[src/rtl/braille_pkg.sv]
// braille_pkg
//   Shared definitions for the braille trainer round controller:
//   letter codes, the 6-dot braille pattern of each letter code,
//   the round FSM state encoding and the LFSR feedback taps.
//   Dots are packed bit0=dot1 .. bit5=dot6, 1 = raised.
package braille_pkg;

    // Letter codes as understood by the seg7 letter decoder.
    // Codes 12 and 13 both display P.
    localparam logic [3:0] LTR_A  = 4'd0;
    localparam logic [3:0] LTR_B  = 4'd1;
    localparam logic [3:0] LTR_C  = 4'd2;
    localparam logic [3:0] LTR_D  = 4'd3;
    localparam logic [3:0] LTR_E  = 4'd4;
    localparam logic [3:0] LTR_F  = 4'd5;
    localparam logic [3:0] LTR_G  = 4'd6;
    localparam logic [3:0] LTR_H  = 4'd7;
    localparam logic [3:0] LTR_I  = 4'd8;
    localparam logic [3:0] LTR_J  = 4'd9;
    localparam logic [3:0] LTR_L  = 4'd10;
    localparam logic [3:0] LTR_O  = 4'd11;
    localparam logic [3:0] LTR_P  = 4'd12;
    localparam logic [3:0] LTR_P2 = 4'd13;
    localparam logic [3:0] LTR_U  = 4'd14;
    localparam logic [3:0] LTR_Y  = 4'd15;

    // Value of the previous-letter register out of reset; no letter
    // has been shown yet.
    localparam logic [3:0] PREV_RST = 4'hF;

    // Fibonacci taps 16,14,13,11 expressed as a mask over q[15:0].
    localparam logic [15:0] LFSR_TAPS = 16'hB400;

    typedef enum logic [1:0] {
        ST_IDLE   = 2'd0,
        ST_SHOW   = 2'd1,
        ST_CHECK  = 2'd2,
        ST_RESULT = 2'd3
    } state_e;

    // Braille dot pattern expected for each letter code.
    function automatic logic [5:0] braille_pattern(input logic [3:0] code);
        logic [5:0] p;
        case (code)
            LTR_A:   p = 6'b000001;
            LTR_B:   p = 6'b000011;
            LTR_C:   p = 6'b001001;
            LTR_D:   p = 6'b011001;
            LTR_E:   p = 6'b010001;
            LTR_F:   p = 6'b001011;
            LTR_G:   p = 6'b011011;
            LTR_H:   p = 6'b010011;
            LTR_I:   p = 6'b001010;
            LTR_J:   p = 6'b011010;
            LTR_L:   p = 6'b000111;
            LTR_O:   p = 6'b010101;
            LTR_P:   p = 6'b001111;
            LTR_P2:  p = 6'b001111;
            LTR_U:   p = 6'b100101;
            default: p = 6'b111101; // LTR_Y
        endcase
        return p;
    endfunction

endpackage

[src/rtl/braille_round_ctrl_if.sv]
// braille_round_if
//   Bundles the round controller's player-side inputs and display/status
//   outputs.
//   slave  : the controller (consumes start/submit/dots_in/score_clr,
//            drives letter_out/disp_en/correct/wrong/timeout/busy/score)
//   master : the front end / environment driving the controller
interface braille_round_if #(
    parameter int SCORE_W = 8
);
    logic               start;
    logic               submit;
    logic [5:0]         dots_in;
    logic               score_clr;
    logic [3:0]         letter_out;
    logic               disp_en;
    logic               correct;
    logic               wrong;
    logic               timeout;
    logic               busy;
    logic [SCORE_W-1:0] score;

    modport slave (
        input  start, submit, dots_in, score_clr,
        output letter_out, disp_en, correct, wrong, timeout, busy, score
    );

    modport master (
        output start, submit, dots_in, score_clr,
        input  letter_out, disp_en, correct, wrong, timeout, busy, score
    );
endinterface

[src/rtl/lfsr16.sv]
// lfsr16
//   Free-running 16-bit Fibonacci LFSR (taps 16,14,13,11), shifting every
//   cycle. Starting from a non-zero SEED it never reaches the all-zero
//   lock-up state.
//   clk   : clock, rising edge
//   rst_n : asynchronous active-low reset, loads SEED
//   q     : current register value
module lfsr16
    import braille_pkg::*;
#(
    parameter logic [15:0] SEED = 16'hACE1
) (
    input  logic        clk,
    input  logic        rst_n,
    output logic [15:0] q
);

    logic [15:0] q_q;
    logic [15:0] q_d;

    always_comb begin
        q_d = {q_q[14:0], ^(q_q & LFSR_TAPS)};
    end

    always_ff @(posedge clk or negedge rst_n) begin
        if (!rst_n) q_q <= SEED;
        else        q_q <= q_d;
    end

    assign q = q_q;

endmodule

[src/rtl/braille_round_ctrl.sv]
// braille_round_ctrl
//   Game-round controller for the braille trainer. On start it picks a
//   pseudo-random letter (never the same as the previous one), shows it
//   via letter_out/disp_en, waits for the player's 6-dot entry or a
//   timeout, grades the entry and keeps a saturating score.
//   clk, rst_n : clock and asynchronous active-low reset
//   bus.start      : pulse, begin a round (from IDLE or RESULT)
//   bus.submit     : pulse, player entry complete (SHOW only)
//   bus.dots_in    : braille dots, bit0=dot1 .. bit5=dot6
//   bus.score_clr  : synchronous score clear, wins over an increment
//   bus.letter_out : letter code to the seg7 decoder
//   bus.disp_en    : display enable (low only in IDLE)
//   bus.correct/wrong/timeout : result of the last round, levels
//   bus.busy       : high in SHOW and CHECK
//   bus.score      : correct-round count, saturating
module braille_round_ctrl
    import braille_pkg::*;
#(
    parameter int          TIMEOUT_CYCLES = 250000000,
    parameter int          SCORE_W        = 8,
    parameter logic [15:0] LFSR_SEED      = 16'hACE1
) (
    input  logic            clk,
    input  logic            rst_n,
    braille_round_if.slave  bus
);

    localparam int TIMER_W = (TIMEOUT_CYCLES > 1) ? $clog2(TIMEOUT_CYCLES) : 1;
    localparam logic [TIMER_W-1:0] TIMER_LAST = TIMER_W'(TIMEOUT_CYCLES - 1);
    localparam logic [SCORE_W-1:0] SCORE_MAX  = {SCORE_W{1'b1}};

    logic [15:0] lfsr_q;
    logic        unused_lfsr_hi;

    lfsr16 #(.SEED(LFSR_SEED)) u_lfsr (
        .clk   (clk),
        .rst_n (rst_n),
        .q     (lfsr_q)
    );

    // Only the low nibble picks the letter.
    assign unused_lfsr_hi = ^lfsr_q[15:4];

    state_e               state_q,   state_d;
    logic [3:0]           letter_q,  letter_d;
    logic [3:0]           prev_q,    prev_d;
    logic [TIMER_W-1:0]   timer_q,   timer_d;
    logic [5:0]           dots_q,    dots_d;
    logic                 correct_q, correct_d;
    logic                 wrong_q,   wrong_d;
    logic                 timeout_q, timeout_d;
    logic [SCORE_W-1:0]   score_q,   score_d;

    logic [3:0] pick;

    // Bump the candidate by one if it would repeat the last letter, so
    // the player never sees the same letter twice in a row.
    always_comb begin
        pick = (lfsr_q[3:0] == prev_q) ? (lfsr_q[3:0] + 4'd1) : lfsr_q[3:0];
    end

    always_comb begin
        state_d   = state_q;
        letter_d  = letter_q;
        prev_d    = prev_q;
        timer_d   = timer_q;
        dots_d    = dots_q;
        correct_d = correct_q;
        wrong_d   = wrong_q;
        timeout_d = timeout_q;
        score_d   = score_q;

        case (state_q)
            ST_IDLE, ST_RESULT: begin
                if (bus.start) begin
                    state_d   = ST_SHOW;
                    letter_d  = pick;
                    prev_d    = pick;
                    timer_d   = '0;
                    correct_d = 1'b0;
                    wrong_d   = 1'b0;
                    timeout_d = 1'b0;
                end
            end
            ST_SHOW: begin
                timer_d = timer_q + TIMER_W'(1);
                // A submit in the timeout cycle still gets graded.
                if (bus.submit) begin
                    state_d = ST_CHECK;
                    dots_d  = bus.dots_in;
                end else if (timer_q == TIMER_LAST) begin
                    state_d   = ST_RESULT;
                    timeout_d = 1'b1;
                end
            end
            ST_CHECK: begin
                state_d = ST_RESULT;
                if (dots_q == braille_pattern(letter_q)) begin
                    correct_d = 1'b1;
                    if (score_q != SCORE_MAX) score_d = score_q + SCORE_W'(1);
                end else begin
                    wrong_d = 1'b1;
                end
            end
            default: state_d = ST_IDLE;
        endcase

        if (bus.score_clr) score_d = '0;
    end

    always_ff @(posedge clk or negedge rst_n) begin
        if (!rst_n) begin
            state_q   <= ST_IDLE;
            letter_q  <= '0;
            prev_q    <= PREV_RST;
            timer_q   <= '0;
            dots_q    <= '0;
            correct_q <= 1'b0;
            wrong_q   <= 1'b0;
            timeout_q <= 1'b0;
            score_q   <= '0;
        end else begin
            state_q   <= state_d;
            letter_q  <= letter_d;
            prev_q    <= prev_d;
            timer_q   <= timer_d;
            dots_q    <= dots_d;
            correct_q <= correct_d;
            wrong_q   <= wrong_d;
            timeout_q <= timeout_d;
            score_q   <= score_d;
        end
    end

    // disp_en and busy decode straight from the state register, so an
    // asynchronous reset drops them without waiting for a clock.
    assign bus.letter_out = letter_q;
    assign bus.disp_en    = (state_q != ST_IDLE);
    assign bus.busy       = (state_q == ST_SHOW) || (state_q == ST_CHECK);
    assign bus.correct    = correct_q;
    assign bus.wrong      = wrong_q;
    assign bus.timeout    = timeout_q;
    assign bus.score      = score_q;

endmodule

[src/flat_wrapper.sv]
// flat-port wrapper written by rule: the top's interface ports become plain ports
module braille_round_ctrl_flat import braille_pkg::*;
#(
    parameter int          TIMEOUT_CYCLES = 250000000,
    parameter int          SCORE_W        = 8,
    parameter logic [15:0] LFSR_SEED      = 16'hACE1
)
  (clk, rst_n, bus_start, bus_submit, bus_dots_in, bus_score_clr, bus_letter_out, bus_disp_en, bus_correct, bus_wrong, bus_timeout, bus_busy, bus_score);
  braille_round_if #(.SCORE_W(SCORE_W)) bus_i ();
  input  logic clk;
  input  logic rst_n;
  input wire logic [$bits(bus_i.start)-1:0] bus_start;
  input wire logic [$bits(bus_i.submit)-1:0] bus_submit;
  input wire logic [$bits(bus_i.dots_in)-1:0] bus_dots_in;
  input wire logic [$bits(bus_i.score_clr)-1:0] bus_score_clr;
  output wire logic [$bits(bus_i.letter_out)-1:0] bus_letter_out;
  output wire logic [$bits(bus_i.disp_en)-1:0] bus_disp_en;
  output wire logic [$bits(bus_i.correct)-1:0] bus_correct;
  output wire logic [$bits(bus_i.wrong)-1:0] bus_wrong;
  output wire logic [$bits(bus_i.timeout)-1:0] bus_timeout;
  output wire logic [$bits(bus_i.busy)-1:0] bus_busy;
  output wire logic [$bits(bus_i.score)-1:0] bus_score;
  assign bus_i.start = bus_start;
  assign bus_i.submit = bus_submit;
  assign bus_i.dots_in = bus_dots_in;
  assign bus_i.score_clr = bus_score_clr;
  assign bus_letter_out = bus_i.letter_out;
  assign bus_disp_en = bus_i.disp_en;
  assign bus_correct = bus_i.correct;
  assign bus_wrong = bus_i.wrong;
  assign bus_timeout = bus_i.timeout;
  assign bus_busy = bus_i.busy;
  assign bus_score = bus_i.score;
  braille_round_ctrl #(.TIMEOUT_CYCLES(TIMEOUT_CYCLES), .SCORE_W(SCORE_W), .LFSR_SEED(LFSR_SEED)) u_core (.clk(clk), .rst_n(rst_n), .bus(bus_i));
endmodule
[config.mk]
export PLATFORM = sky130hd
export DESIGN_NAME = braille_round_ctrl_flat
export DESIGN_NICKNAME = d
export VERILOG_FILES = /design/src/rtl/braille_pkg.sv /design/src/rtl/braille_round_ctrl_if.sv /design/src/rtl/lfsr16.sv /design/src/rtl/braille_round_ctrl.sv /design/src/flat_wrapper.sv
export SDC_FILE = /design/constraint.sdc
export NUM_CORES = 1
export LEC_CHECK = 0
export ABC_CLOCK_PERIOD_IN_PS = 4700
export BUFFER_PORTS_ARGS = -buffer_cell sky130_fd_sc_hd__buf_4
export CORE_ASPECT_RATIO = 0.8
export CORE_MARGIN = 5
export CORE_UTILIZATION = 56
export DETAILED_ROUTE_END_ITERATION = 12
export HOLD_SLACK_MARGIN = 0.15
export PLACE_DENSITY = 0.75
export SLEW_MARGIN = 40
export SYNTH_ARGS = -nofsm -noshare
export SYNTH_HDL_FRONTEND = slang
export SYNTH_SLANG_ARGS = --single-unit
export TNS_END_PERCENT = 20
[constraint.sdc]
create_clock -name clk -period 4.7 [get_ports clk]
set_input_delay 0.94 -clock clk [delete_from_list [all_inputs] [get_ports clk]]
set_output_delay 0.94 -clock clk [all_outputs]
set_load 0.03 [all_outputs]
==> reports/results.tsv <==
stage	metric	value	unit
timing	skew	9.23	ps
grt	grtUsageTotal	18.8	%
clock_network	ctsHtreeMaxLevel	3	
power_and_ir_drop	p_per_area	499	nW/µm²
drt	routedWlPerCell	14.6	µm
synthesis	synth_warnings	0	
synthesis	syn_nets	352	
synthesis	ys_async_sr_fraction	100	%
floorplanning	coreArea	5970	µm²
clock_network	cts_root_buf	clkbuf_8	
drt	drtPass1Iterations	4	
timing	slew_headroom	54.7	%
run_status	status	finished clean	
drt	wl	6500	µm
worst_setup_path	path_class	reg -> reg	
placement	placed_area	3740	µm²
power_and_ir_drop	leakage	1.79	nW
timing	setup-violations-final	0	
clock_network	clkSinkCount	71	
drt	drtAntennaViolNets	0	
synthesis	synth_edf_count	0	
floorplanning	start_util	58.3	%
placement	dp_hpwl	4510	µm
timing	max_freq	353	MHz
power_and_ir_drop	power	1.97	mW
final_layout	layout.nets	378	
final_layout	final_layout_size_suffix_gt1_share	20.1	%
clock_network	clk_latency	350	ps
grt	grt_pass1_vias	2460	
clock_network	cts_setup_buffers	0	
clock_network	cts_tree	yes	
timing	hold_slack	352	ps
power_and_ir_drop	max-vdd-ir-drop	389	µV
final_layout	area_growth_syn_to_layout	13.4	%
worst_hold_path	min_path_type	reg -> reg	
placement	io_buffers	27	
timing	rsz0062_at_grt	false	
synthesis	synth_area	3490	µm²
worst_setup_path	start_kind	register	
clock_network	cts_buffer_depth	2	
floorplanning	rows	25	
final_layout	post-route-cell-area	3950	µm²
floorplanning	io_pins	28	
timing	worstMarginPinSlew	677	ps
drt	drc	0	
drt	num_vias	2422	
synthesis	ys_types	44	
clock_network	hold_buffers	0	
timing	hold_viol_final	0	
floorplanning	die_w	98.2	µm
timing	drv_slew	0	
timing	min_period	2830	ps
clock_network	clkTransAtPathRegs	80	ps
worst_setup_path	cp.arrival	3070	ps
clock_network	cts_buffers	9	
synthesis	syn_inst	332	
timing	final.setup.tns	0	ps
timing	min_period_over_period	60.2	%
synthesis	ys_seq_elements	71	
clock_network	ctsResizeCount	0	
grt	grt_max_degree	72	
floorplanning	die_h	80.6	µm
drt	via_per_inst	5.45	
drt	first_iter_violations	202	
floorplanning	dieArea	7910	µm²
worst_setup_path	cp_max_fo	13	
synthesis	avgSynthCellArea	10.5	µm²
worst_setup_path	endpoint_kind	register	
grt	grt_overflow	0	
grt	grt_first_pass_wirelength	11800	µm
job	drv_cap	0	
synthesis	synth_top_flop_cell	dfrtp_1	
synthesis	ys_seq_area_share	51.4	%
worst_setup_path	cp.required	4940	ps
placement	place_congestion	0.815	
final_layout	antennaDiodeCount	0	
grt	antenna_found_initial	0	
[cell usage after synthesis (all sizes together) (2+ instances only)]
master  count  area, µm²
nor3        7       35.0
a21oi      15       75.1
dfstp      12        315
xnor2      11       96.3
buf         5       37.5
nor2b       5       31.3
o211a       3       30.0
nor3b       2       15.0
o221ai      2       17.5
nor4        5       31.3
xor2       26        228
nand2b      2       12.5
o21ai       4       20.0
nor2       39        146
nand2      23       86.3
and4        3       26.3
a21boi      2       15.0
and3        4       25.0
o21a        6       45.0
dfrtp      59       1480
clkbuf      7       26.3
or4         3       22.5
mux2i       8       80.1
and2        2       12.5
nor4b       4       35.0
a211oi      2       20.0
or3         2       12.5
inv        13       48.8
mux2       11        124
ha          9        113
nand4      12       81.3
nand3      16       80.1
[flip-flops by register name, summed over array words and instances, names as in the netlist]
| register | count |
|---|---|
| u_core.bus.correct | 1 |
| u_core.bus.letter_out | 4 |
| u_core.bus.score | 8 |
| u_core.bus.timeout | 1 |
| u_core.bus.wrong | 1 |
| u_core.dots_q | 6 |
| u_core.prev_q | 4 |
| u_core.state_q | 2 |
| u_core.timer_q | 28 |
| u_core.u_lfsr.q | 16 |
[per-layer routing]
metal	up-vias	track usage (%)	routed length, µm
met5	-	0	0
li1	1205	-	-
met2	29	28.9	2990
met4	0	5.32	59
met1	1182	25.6	3210
met3	6	6.25	232
[layout make-up]
type                            instances  area (µm²)
Clock buffer                            9         124
Sequential cell                        71        1790
Clock inverter                          7        77.6
Fill cell                             474        2020
Multi-Input combinational cell        236        1600
Tap cell                               81         101
Timing Repair Buffer                   27         206
Inverter                               13        48.8
[power by group]
group / switching, mW / internal [mW] / total, mW
logic: 0.382 / 0.272 / 0.653
clock network: 0.241 / 0.250 / 0.492
registers: 0.112 / 0.714 / 0.827
[worst max-delay path, cell delays in order, from the launching register on]
cell	delay [ps]
dfrtp_1	600
ha_1	300
and2_1	170
o211a_1	200
nor4_1	340
nand4_2	340
nor4b_1	400
mux2_2	370
[through the flow]
step	std cells	util [%]	worst slack, ps
2_1_floorplan	332	-	2140
3_3_place_gp	428	62.4	2000
3_5_place_dp	428	62.6	1860
4_1_cts	444	65.9	1870
5_1_grt	444	66.1	1660
6_report	444	66.1	1870
[placed cells by master, fill, tap and decap left out, types with 2 or more instances in the layout]
master	synthesis	routed
a21boi_0	2	2
a21oi_1	15	15
and3_1	4	4
and4_1	3	3
buf_4	0	26
clkbuf_8	0	9
dfrtp_1	59	59
dfstp_2	12	12
ha_1	9	9
inv_1	13	13
inv_6	0	3
mux2_2	11	11
mux2i_1	8	8
nand2_1	23	23
nand2b_1	2	2
nand3_1	16	16
nand4_1	11	11
nor2_1	39	38
nor2b_1	5	5
nor3_1	7	7
nor3b_1	2	2
nor4_1	5	3
nor4_2	0	2
nor4b_1	4	4
o211a_1	3	3
o21a_1	6	6
o21ai_0	4	4
o221ai_1	2	2
or3_1	2	2
or4_1	3	3
xnor2_1	11	11
xor2_1	26	26
[cells by family (layout without fill, tap and decap cells)]
group | count (synthesis) | count (layout) | share of synthesized area (%)
AND/OR/NAND/NOR | 132 | 132 | 19.4
flip-flops | 71 | 71 | 51.4
AO/OA/AOI/OAI | 39 | 39 | 7.57
XOR/XNOR | 37 | 37 | 9.30
buffers and inverters | 25 | 56 | 3.23
multiplexers | 19 | 19 | 5.85
adder cells (fa/ha/maj) | 9 | 9 | 3.23
[worst paths after layout]
check	startpoint	to	slack [ps]	cells past startpoint
max reg2reg	u_core.bus.letter_out[1]	u_core.bus.score[5]	1870	7
max	u_core.bus.letter_out[1]	u_core.bus.score[5]	1870	7
min	u_core.u_lfsr.q[14]	u_core.u_lfsr.q[15]	350	0
max in group asynchronous	rst_n	u_core.timer_q[0]	3680	1
min in group asynchronous	rst_n	u_core.bus.score[4]	580	1
min reg2reg	u_core.u_lfsr.q[14]	u_core.u_lfsr.q[15]	350	0
No activity file was read; power rests on OpenSTA's default activity.
